## src/rtl/fp_pkg.sv

```systemverilog
// Shared types for the FP coprocessor front end: opcodes, dispatch states
// and the queued command record.
package fp_pkg;

    localparam int DATA_W = 32;

    typedef enum logic [2:0] {
        OP_NOP = 3'b000,
        OP_ADD = 3'b001,
        OP_SUB = 3'b010,
        OP_MUL = 3'b011,
        OP_SIN = 3'b100,
        OP_COS = 3'b101
    } opcode_e;

    typedef enum logic [1:0] {
        ST_IDLE  = 2'd0,
        ST_ISSUE = 2'd1,
        ST_WAIT  = 2'd2
    } disp_state_e;

    // Opcode kept as raw bits so illegal codes survive the FIFO and can be flagged.
    typedef struct packed {
        logic [2:0]        opcode;
        logic [DATA_W-1:0] a;
        logic [DATA_W-1:0] b;
    } cmd_t;

    function automatic logic is_legal(input logic [2:0] op);
        return (op != 3'b110) && (op != 3'b111);
    endfunction

endpackage

```

## src/rtl/cmd_fifo.sv

```systemverilog
// Synchronous command FIFO; a push while full is dropped and reported on
// overflow, even when a pop happens in the same cycle.
module cmd_fifo #(
    parameter int  DEPTH   = 8,
    parameter type entry_t = logic [7:0]
) (
    input  logic                     clk,
    input  logic                     rst,
    input  logic                     push,
    input  entry_t                   din,
    input  logic                     pop,
    output entry_t                   dout,
    output logic                     full,
    output logic                     empty,
    output logic [$clog2(DEPTH):0]   count,
    output logic                     overflow
);

    localparam int AW = $clog2(DEPTH);
    localparam int CW = AW + 1;

    entry_t          mem [DEPTH];
    logic [AW-1:0]   wr_ptr;
    logic [AW-1:0]   rd_ptr;
    logic            push_ok;
    logic            pop_ok;

    assign full     = (count == CW'(DEPTH));
    assign empty    = (count == '0);
    assign push_ok  = push && !full;
    assign pop_ok   = pop && !empty;
    assign overflow = push && full;
    assign dout     = mem[rd_ptr];

    // NOTE: storage has no reset; validity is tracked by the pointers and count alone.
    always_ff @(posedge clk) begin
        if (push_ok) mem[wr_ptr] <= din;
    end

    always_ff @(posedge clk) begin
        if (rst) begin
            wr_ptr <= '0;
            rd_ptr <= '0;
            count  <= '0;
        end else begin
            if (push_ok) wr_ptr <= wr_ptr + AW'(1);
            if (pop_ok)  rd_ptr <= rd_ptr + AW'(1);
            case ({push_ok, pop_ok})
                2'b10:   count <= count + CW'(1);
                2'b01:   count <= count - CW'(1);
                default: count <= count;
            endcase
        end
    end

endmodule

```

## src/rtl/op_dispatch.sv

```systemverilog
// FP coprocessor dispatcher: queues CPU commands and issues them one at a time.
// Optional WAIT watchdog with err_timeout port when DISPATCH_TIMEOUT_EN is defined.
module op_dispatch
    import fp_pkg::*;
#(
    parameter int DEPTH   = 8
`ifdef DISPATCH_TIMEOUT_EN
    , parameter int TIMEOUT = 255
`endif
) (
    input  logic              clk,
    input  logic              rst,
    input  logic              cpu_push,
    input  logic [2:0]        cpu_opcode,
    input  logic [DATA_W-1:0] cpu_op_a,
    input  logic [DATA_W-1:0] cpu_op_b,
    output logic              in_full,
    output logic [3:0]        in_count,
    input  logic              out_fifo_hold,
    input  logic              op_fifo_pop,
    output logic [2:0]        op_tag,
    output logic [DATA_W-1:0] operand_a,
    output logic [DATA_W-1:0] operand_b,
    output logic              add_start,
    output logic              mul_start,
    output logic              sine_start,
    output logic              sine_cos,
    output logic              err_illegal,
    output logic              err_overflow
`ifdef DISPATCH_TIMEOUT_EN
    , output logic            err_timeout
`endif
);

    disp_state_e state;
    cmd_t        wr_cmd;
    cmd_t        head;
    logic        fifo_pop;
    logic        fifo_empty;
    logic        fifo_ovf;

    assign wr_cmd   = '{opcode: cpu_opcode, a: cpu_op_a, b: cpu_op_b};
    assign fifo_pop = (state == ST_IDLE) && !fifo_empty && !out_fifo_hold;

    cmd_fifo #(.DEPTH(DEPTH), .entry_t(cmd_t)) u_fifo (
        .clk      (clk),
        .rst      (rst),
        .push     (cpu_push),
        .din      (wr_cmd),
        .pop      (fifo_pop),
        .dout     (head),
        .full     (in_full),
        .empty    (fifo_empty),
        .count    (in_count),
        .overflow (fifo_ovf)
    );

`ifdef DISPATCH_TIMEOUT_EN
    logic [7:0] wd_cnt;
`endif

    always_ff @(posedge clk) begin
        if (rst) begin
            state        <= ST_IDLE;
            op_tag       <= '0;
            operand_a    <= '0;
            operand_b    <= '0;
            add_start    <= 1'b0;
            mul_start    <= 1'b0;
            sine_start   <= 1'b0;
            sine_cos     <= 1'b0;
            err_illegal  <= 1'b0;
            err_overflow <= 1'b0;
`ifdef DISPATCH_TIMEOUT_EN
            wd_cnt       <= '0;
            err_timeout  <= 1'b0;
`endif
        end else begin
            // NOTE: pulses default low every cycle so each start lasts exactly one clock.
            add_start  <= 1'b0;
            mul_start  <= 1'b0;
            sine_start <= 1'b0;
`ifdef DISPATCH_TIMEOUT_EN
            err_timeout <= 1'b0;
`endif
            if (fifo_ovf) err_overflow <= 1'b1;

            case (state)
                ST_IDLE: begin
                    if (fifo_pop) begin
                        operand_a <= head.a;
                        operand_b <= (head.opcode == OP_SUB) ?
                                     {~head.b[DATA_W-1], head.b[DATA_W-2:0]} : head.b;
                        if (!is_legal(head.opcode)) begin
                            err_illegal <= 1'b1;
                        end else if (head.opcode != OP_NOP) begin
                            state      <= ST_ISSUE;
                            op_tag     <= head.opcode;
                            add_start  <= (head.opcode == OP_ADD) || (head.opcode == OP_SUB);
                            mul_start  <= (head.opcode == OP_MUL);
                            sine_start <= (head.opcode == OP_SIN) || (head.opcode == OP_COS);
                            sine_cos   <= (head.opcode == OP_COS);
                        end
                    end
                end
                ST_ISSUE: begin
                    state <= ST_WAIT;
`ifdef DISPATCH_TIMEOUT_EN
                    wd_cnt <= '0;
`endif
                end
                ST_WAIT: begin
                    if (op_fifo_pop) begin
                        state  <= ST_IDLE;
                        op_tag <= '0;
                    end
`ifdef DISPATCH_TIMEOUT_EN
                    else if (wd_cnt == 8'(TIMEOUT - 1)) begin
                        state       <= ST_IDLE;
                        op_tag      <= '0;
                        err_timeout <= 1'b1;
                    end else begin
                        wd_cnt <= wd_cnt + 8'd1;
                    end
`endif
                end
                default: state <= ST_IDLE;
            endcase
        end
    end

endmodule

```

## config.mk

```make
export PLATFORM = sky130hd
export DESIGN_NAME = op_dispatch
export DESIGN_NICKNAME = d
export VERILOG_FILES = /design/src/rtl/fp_pkg.sv /design/src/rtl/cmd_fifo.sv /design/src/rtl/op_dispatch.sv
export SDC_FILE = /design/constraint.sdc
export NUM_CORES = 1
export LEC_CHECK = 0
export CORE_ASPECT_RATIO = 0.75
export CORE_MARGIN = 4
export CORE_UTILIZATION = 55
export CTS_BUF_LIST = sky130_fd_sc_hd__clkbuf_8
export CTS_CLUSTER_DIAMETER = 40
export DETAILED_ROUTE_END_ITERATION = 8
export HOLD_SLACK_MARGIN = 0.12
export PLACE_DENSITY = 0.82
export SLEW_MARGIN = 15
export SYNTH_ARGS = -nofsm -noshare
export SYNTH_HDL_FRONTEND = slang
export SYNTH_HIERARCHICAL = 1
export SYNTH_SLANG_ARGS = --single-unit
```

## constraint.sdc

```tcl
create_clock -name clk -period 6.8 [get_ports clk]
set_clock_uncertainty 0.2 [all_clocks]
set_input_delay 1.36 -clock clk [delete_from_list [all_inputs] [get_ports clk]]
set_output_delay 1.36 -clock clk [all_outputs]
set_load 0.05 [all_outputs]
```

== After elaboration in Yosys (flattened, before gate mapping) ==
Memory sizes are Yosys's and may differ from the RTL's. A register that Yosys moved wholly into a read port is not among the register bits.
Index checks and enable logic that the tools add are counted.

* Add/subtract/negate cells: 4
* Eq/ne operators: 16
* Mux-type cells: 16
* Bitwise gates (word level): 5
* Reductions and logical operators: 22

{| class="wikitable"
|+ Operator list
! operator !! number
|-
| $mux 32 || 1
|-
| $mux 3 || 6
|-
| $mux 2 || 4
|-
| $pmux 4 s2 || 1
|-
| $reduce_and 4->1 || 2
|-
| $add 3x1->3 const B || 2
|-
| $eq 3x2->1 const B || 2
|-
| $eq 3x3->1 const B || 2
|-
| $logic_and 1x1->1 || 6
|-
| $ne 2x1->1 const B || 3
|-
| $ne 3x3->1 const B || 2
|-
| $pmux 2 s3 || 1
|-
| $pmux 3 s2 || 1
|-
| $not 1->1 || 5
|-
| $reduce_and 5->1 || 1
|-
| $reduce_or 5->1 || 1
|-
| $add 4x1->4 const B || 1
|-
| $eq 2x1->1 const B || 2
|-
| $eq 2x2->1 const B || 2
|-
| $eq 4x4->1 const B || 1
|-
| $logic_not 4->1 || 1
|-
| $reduce_bool 2->1 || 2
|-
| $sub 4x1->4 const B || 1
|-
| $eq 3x1->1 const B || 1
|-
| other kinds (8) || 12
|}

* Register bits after elaboration: 85
* Bits in writable memories: 536
* Input port bits: 72
* Output and inout bits: 78
* Word-level logic and storage cells: 77
* Memories: 1

{| class="wikitable"
|+ Memories
! memory !! depth !! width !! rd ports !! clocked after Yosys merged registers in !! write ports !! line !! RTL
|-
| u_fifo.mem || 8 || 67 || 1 || 1 || 1 || cmd_fifo.sv:22 || <nowiki>entry_t mem [DEPTH];</nowiki>
|}

== Longest topological paths before layout ==
* Depth in word-level cells: 7
* Mapped depth: 14
* Mapped depth without buffers: 11

== Cells and area by module ==
Netlist, hierarchy kept.

{| class="wikitable"
|+ Modules (own cells, without submodules)
! module !! times used !! cells an instance !! area an instance (um^2) !! sequential area each (um^2)
|-
| cmd_fifo || 1 || 850 || 21095.2 || 16355.7
|-
| op_dispatch || 1 || 331 || 2688.8 || 1501.4
|}

== Worst setup path before layout ==
OpenSTA, ideal clock, no wires.

* Path type: input -> register
* Start: in cpu_push
* End: mem u_fifo/mem[0][0] in the netlist's numbering (enable)
* Setup time: 0.575 ns
* Arrival: 6.335 ns
* Data required time: 6.025 ns
* Path slack: -0.309 ns
* Stages: 3
* Path buffers: 0
* Path through: nand2_1 -> or2_2 -> nor3_1

* Longest elaborated chain between the ends: 3

{| class="wikitable"
|+ RTL lines
! element !! line !! RTL
|-
| from (decl) || op_dispatch.sv:13 || <nowiki>input logic cpu_push,</nowiki>
|-
| $logic_and 1x1->1 || cmd_fifo.sv:30 || <nowiki>assign push_ok = push && !full;</nowiki>
|-
| $mux 1 || cmd_fifo.sv:37 || <nowiki>if (push_ok) mem[wr_ptr] <= din;</nowiki>
|-
| $mux 1 (not written as such) || cmd_fifo.sv:37 ||
|-
| to (decl) || cmd_fifo.sv:22 ||
|}

Every way passes these cells.

== Worst setup path in the final report ==
* Start: reg u_fifo.count[0]
* End: out in_full

* Longest elaborated chain between the ends: 1

{| class="wikitable"
|+ RTL lines
! element !! line !! RTL
|-
| from (decl) || cmd_fifo.sv:15 || <nowiki>output logic [$clog2(DEPTH):0] count,</nowiki>
|-
| from (signal assigned) || cmd_fifo.sv:49 || <nowiki>2'b10: count <= count + CW'(1);</nowiki>
|-
| from (signal assigned) || cmd_fifo.sv:50 || <nowiki>2'b01: count <= count - CW'(1);</nowiki>
|-
| from (signal assigned) || cmd_fifo.sv:51 || <nowiki>default: count <= count;</nowiki>
|-
| $eq 4x4->1 || cmd_fifo.sv:28 || <nowiki>assign full = (count == CW'(DEPTH));</nowiki>
|-
| to (decl) || op_dispatch.sv:17 || <nowiki>output logic in_full,</nowiki>
|}

Every way passes these cells.

==> summary.md <==
| Metric | Value |
|---|---|
| Clock slew at reported path FFs | `60 ps` |
| Placed cell areas | `25800 µm²` |
| 1st-pass router iterations | `5` |
| Synth unique cells | `51` |
| Io pins | `150` |
| Clk_lat worst skew | `650 ps` |
| Post-Syn Area | `23800 µm²` |
| Synth Warn # | `6` |
| Syn nets | `1258` |
| Seq/Total Area, Yosys | `0.751` |
| Vias per inst | `5.77` |
| # rows | `65` |
| Req. time, crit path | `5240 ps` |
| Synth top area cells | `edfxtp_1 68%, mux4_2 11%, dfxtp_1 7.4%` |
| Peak VDD IR | `207 µV` |
| Final wirelength | `46.7 mm` |
| Synth area leader | `edfxtp_1` |
| Via count | `11700` |
| Top Metal Used | `met5` |
| Reg2reg end | `u_fifo/count[2]` |
| Height of the die | `188 µm` |
| Final ANT Viol Nets | `0` |
| Most frequent cells in the layout | `536 x edfxtp_1, 148 x clkdlybuf4s50_1, 135 x nand2_1` |
| P per Cell Area | `340 nW/µm²` |
| RePlAce Congestion | `0.781` |
| Max-Cap Viols | `0` |
| CTS Buffer Depth | `3` |
| RSZ-0062 raised after global routing | `false` |
| Total Negative Setup Slacks | `0 ps` |
| Syn_area_per_cell | `20.1 µm²` |
| Chip Width | `248 µm` |
| First-pass GRT wire length | `72.5 mm` |
| Post-synth EDFFs | `536` |
| CTS tree | `built` |
| DRC | `0` |
| Critical path class | `flip-flop to primary output` |
| Routed wl met3 | `3.20 mm` |
| Number of gates resized after CTS | `0` |
| Top_reg_cell synth | `edfxtp_1` |
| Lkg Pwr | `8.83 nW` |
| Die Area | `46700 µm²` |
| Area Growth Syn to Fin | `15.8%` |
| Largest net degree at the start of global routing | `86` |
| Hold buffers post-CTS | `0` |
| Fraction of registers with async set/reset | `0` |
| Area of the core | `42400 µm²` |
| Clock Sinks | `624` |
| Fin util | `0.650` |
| HPWL Detailed | `26.0 mm` |
| H-Tree Depth | `3` |
| Final Cell Area | `27600 µm²` |
| Tmin final | `4180 ps` |
| Outcome | `finished, final reports clean` |
| Total Routing Usage GR | `0.205` |
| Fmax | `240 MHz` |
| Synth top area share | `0.677` |
| Slew headroom | `0.264` |
| Worst setup path endpoint | `in_full` |
| #FFs+latches synth | `624` |
| Commonest non-fill, non-tap cell in the layout | `edfxtp_1` |
| Nets | `1450` |
| Postcts setup bufs | `0` |
| Total power | `9.37 mW` |
| Critical path endpoint category | `primary output` |
| Worst-margin pin slew | `1100 ps` |
| Setup violators final | `0` |
| Clk root buf | `clkbuf_8` |
| CP startpoint kind | `flip-flop` |
| Met2 wire len | `23.1 mm` |
| Met1 Wirelength | `19.3 mm` |
| Max FO, Critical Path | `8` |
| Reg2Reg Depth | `11` |
| Critical path origin | `u_fifo/count[0]` |
| Initial antenna violation count | `8` |
| Final period utilization | `0.614` |
| Starting Density | `0.561` |
| Hold Vio Cnt, Final | `0` |
| Layout cells sized above 1 | `0.231` |
| CP arrival | `2620 ps` |
| Max-slew violations | `0` |
| Mapped Cells | `1181` |
| Routed length per instance | `23.1 µm` |
| R2R setup slack | `3140 ps` |
| Worst R2R Start | `u_fifo/count[0]` |
| Grt total ovfl | `0` |
| Number of global-route vias before repair | `12300` |
| Iter 0 DRT Violations | `999` |
| Type of the worst min-delay path | `flip-flop to flip-flop` |
| Port Buf Inserts | `149` |
| CTS buffer count | `90` |
==> routing by layer <==
layer / vias to the layer above / GRT usage
met5: - / 0.0158
met4: 10 / 0.0610
met3: 92 / 0.0536
met2: 389 / 0.330
met1: 6050 / 0.280
li1: 5127 / -
==> cell usage after synthesis, types with 16 or more instances <==
cell type,instances
clkbuf_1,24
nor2_1,21
a21oi_1,68
mux2_4,60
mux4_2,118
mux4_1,16
nand2_1,135
edfxtp_1,536
buf_2,22
dfxtp_1,88
==> state kept, by name, summed over array words and instances (netlist names), named ones only <==
name / count
u_fifo/mem: 536
operand_a: 32
operand_b: 32
u_fifo/count: 4
op_tag: 3
u_fifo/rd_ptr: 3
u_fifo/wr_ptr: 3
state: 2
add_start: 1
err_illegal: 1
err_overflow: 1
mul_start: 1
sine_cos: 1
sine_start: 1
==> worst min-delay path by stage <==
stage | startpoint | endpoint | slack (ps) | cells after the start
floorplan | u_fifo/wr_ptr[0] | u_fifo/wr_ptr[0] | 260 | 2
global placement | operand_b[23] | operand_b[23] | 240 | 2
detailed placement | operand_a[21] | operand_a[21] | 250 | 2
CTS | operand_b[11] | operand_b[11] | 260 | 2
global route | operand_a[6] | operand_a[6] | 270 | 2
finish | operand_b[11] | operand_b[11] | 250 | 2
==> critical path, cell delays in order (launching register included) <==
cell	delay [ps]
dfxtp_1	390
or4b_1	670
inv_1	120
clkdlybuf4s50_1	800
==> kinds of logic (layout without fill, tap and decap cells) <==
group | Yosys count | in the layout | share of synthesized area
AO/OA/AOI/OAI | 82 | 82 | 0.0187
XOR/XNOR | 8 | 8 | 0.00295
other | 0 | 4 | 0
AND/OR/NAND/NOR | 188 | 188 | 0.0336
multiplexers | 205 | 205 | 0.172
adder cells (fa/ha/maj) | 5 | 5 | 0.00263
flip-flops | 624 | 624 | 0.751
buffers and inverters | 69 | 336 | 0.0189
==> cell type report <==
class | count | area, µm²
Fill cell | 2748 | 14800
Clock inverter | 65 | 360
Multi-Input combinational cell | 488 | 5550
Antenna cell | 4 | 10.0
Inverter | 4 | 16.3
Tap cell | 569 | 712
Timing Repair Buffer | 165 | 1630
Clock buffer | 102 | 1400
Sequential cell | 624 | 17900
==> where the power goes <==
group          internal, mW  total, mW  leakage, nW  switching [mW]
Sequential             4.39       4.56         5.59           0.176
Combinational         0.843       1.95         2.22            1.11
Clock                  1.49       2.85         1.02            1.36
==> through the flow <==
| step | instances | setup WS (ps) | hold WS (ps) |
|---|---|---|---|
| detailed placement | 1849 | 2210 | 247 |
| global route | 2021 | 2520 | 273 |
| global placement | 1849 | 2240 | 240 |
| floorplan | 1181 | 1490 | 262 |
| CTS | 2016 | 2590 | 255 |
| finish | 2021 | 2620 | 254 |
Power figures use the tool's default switching activity.
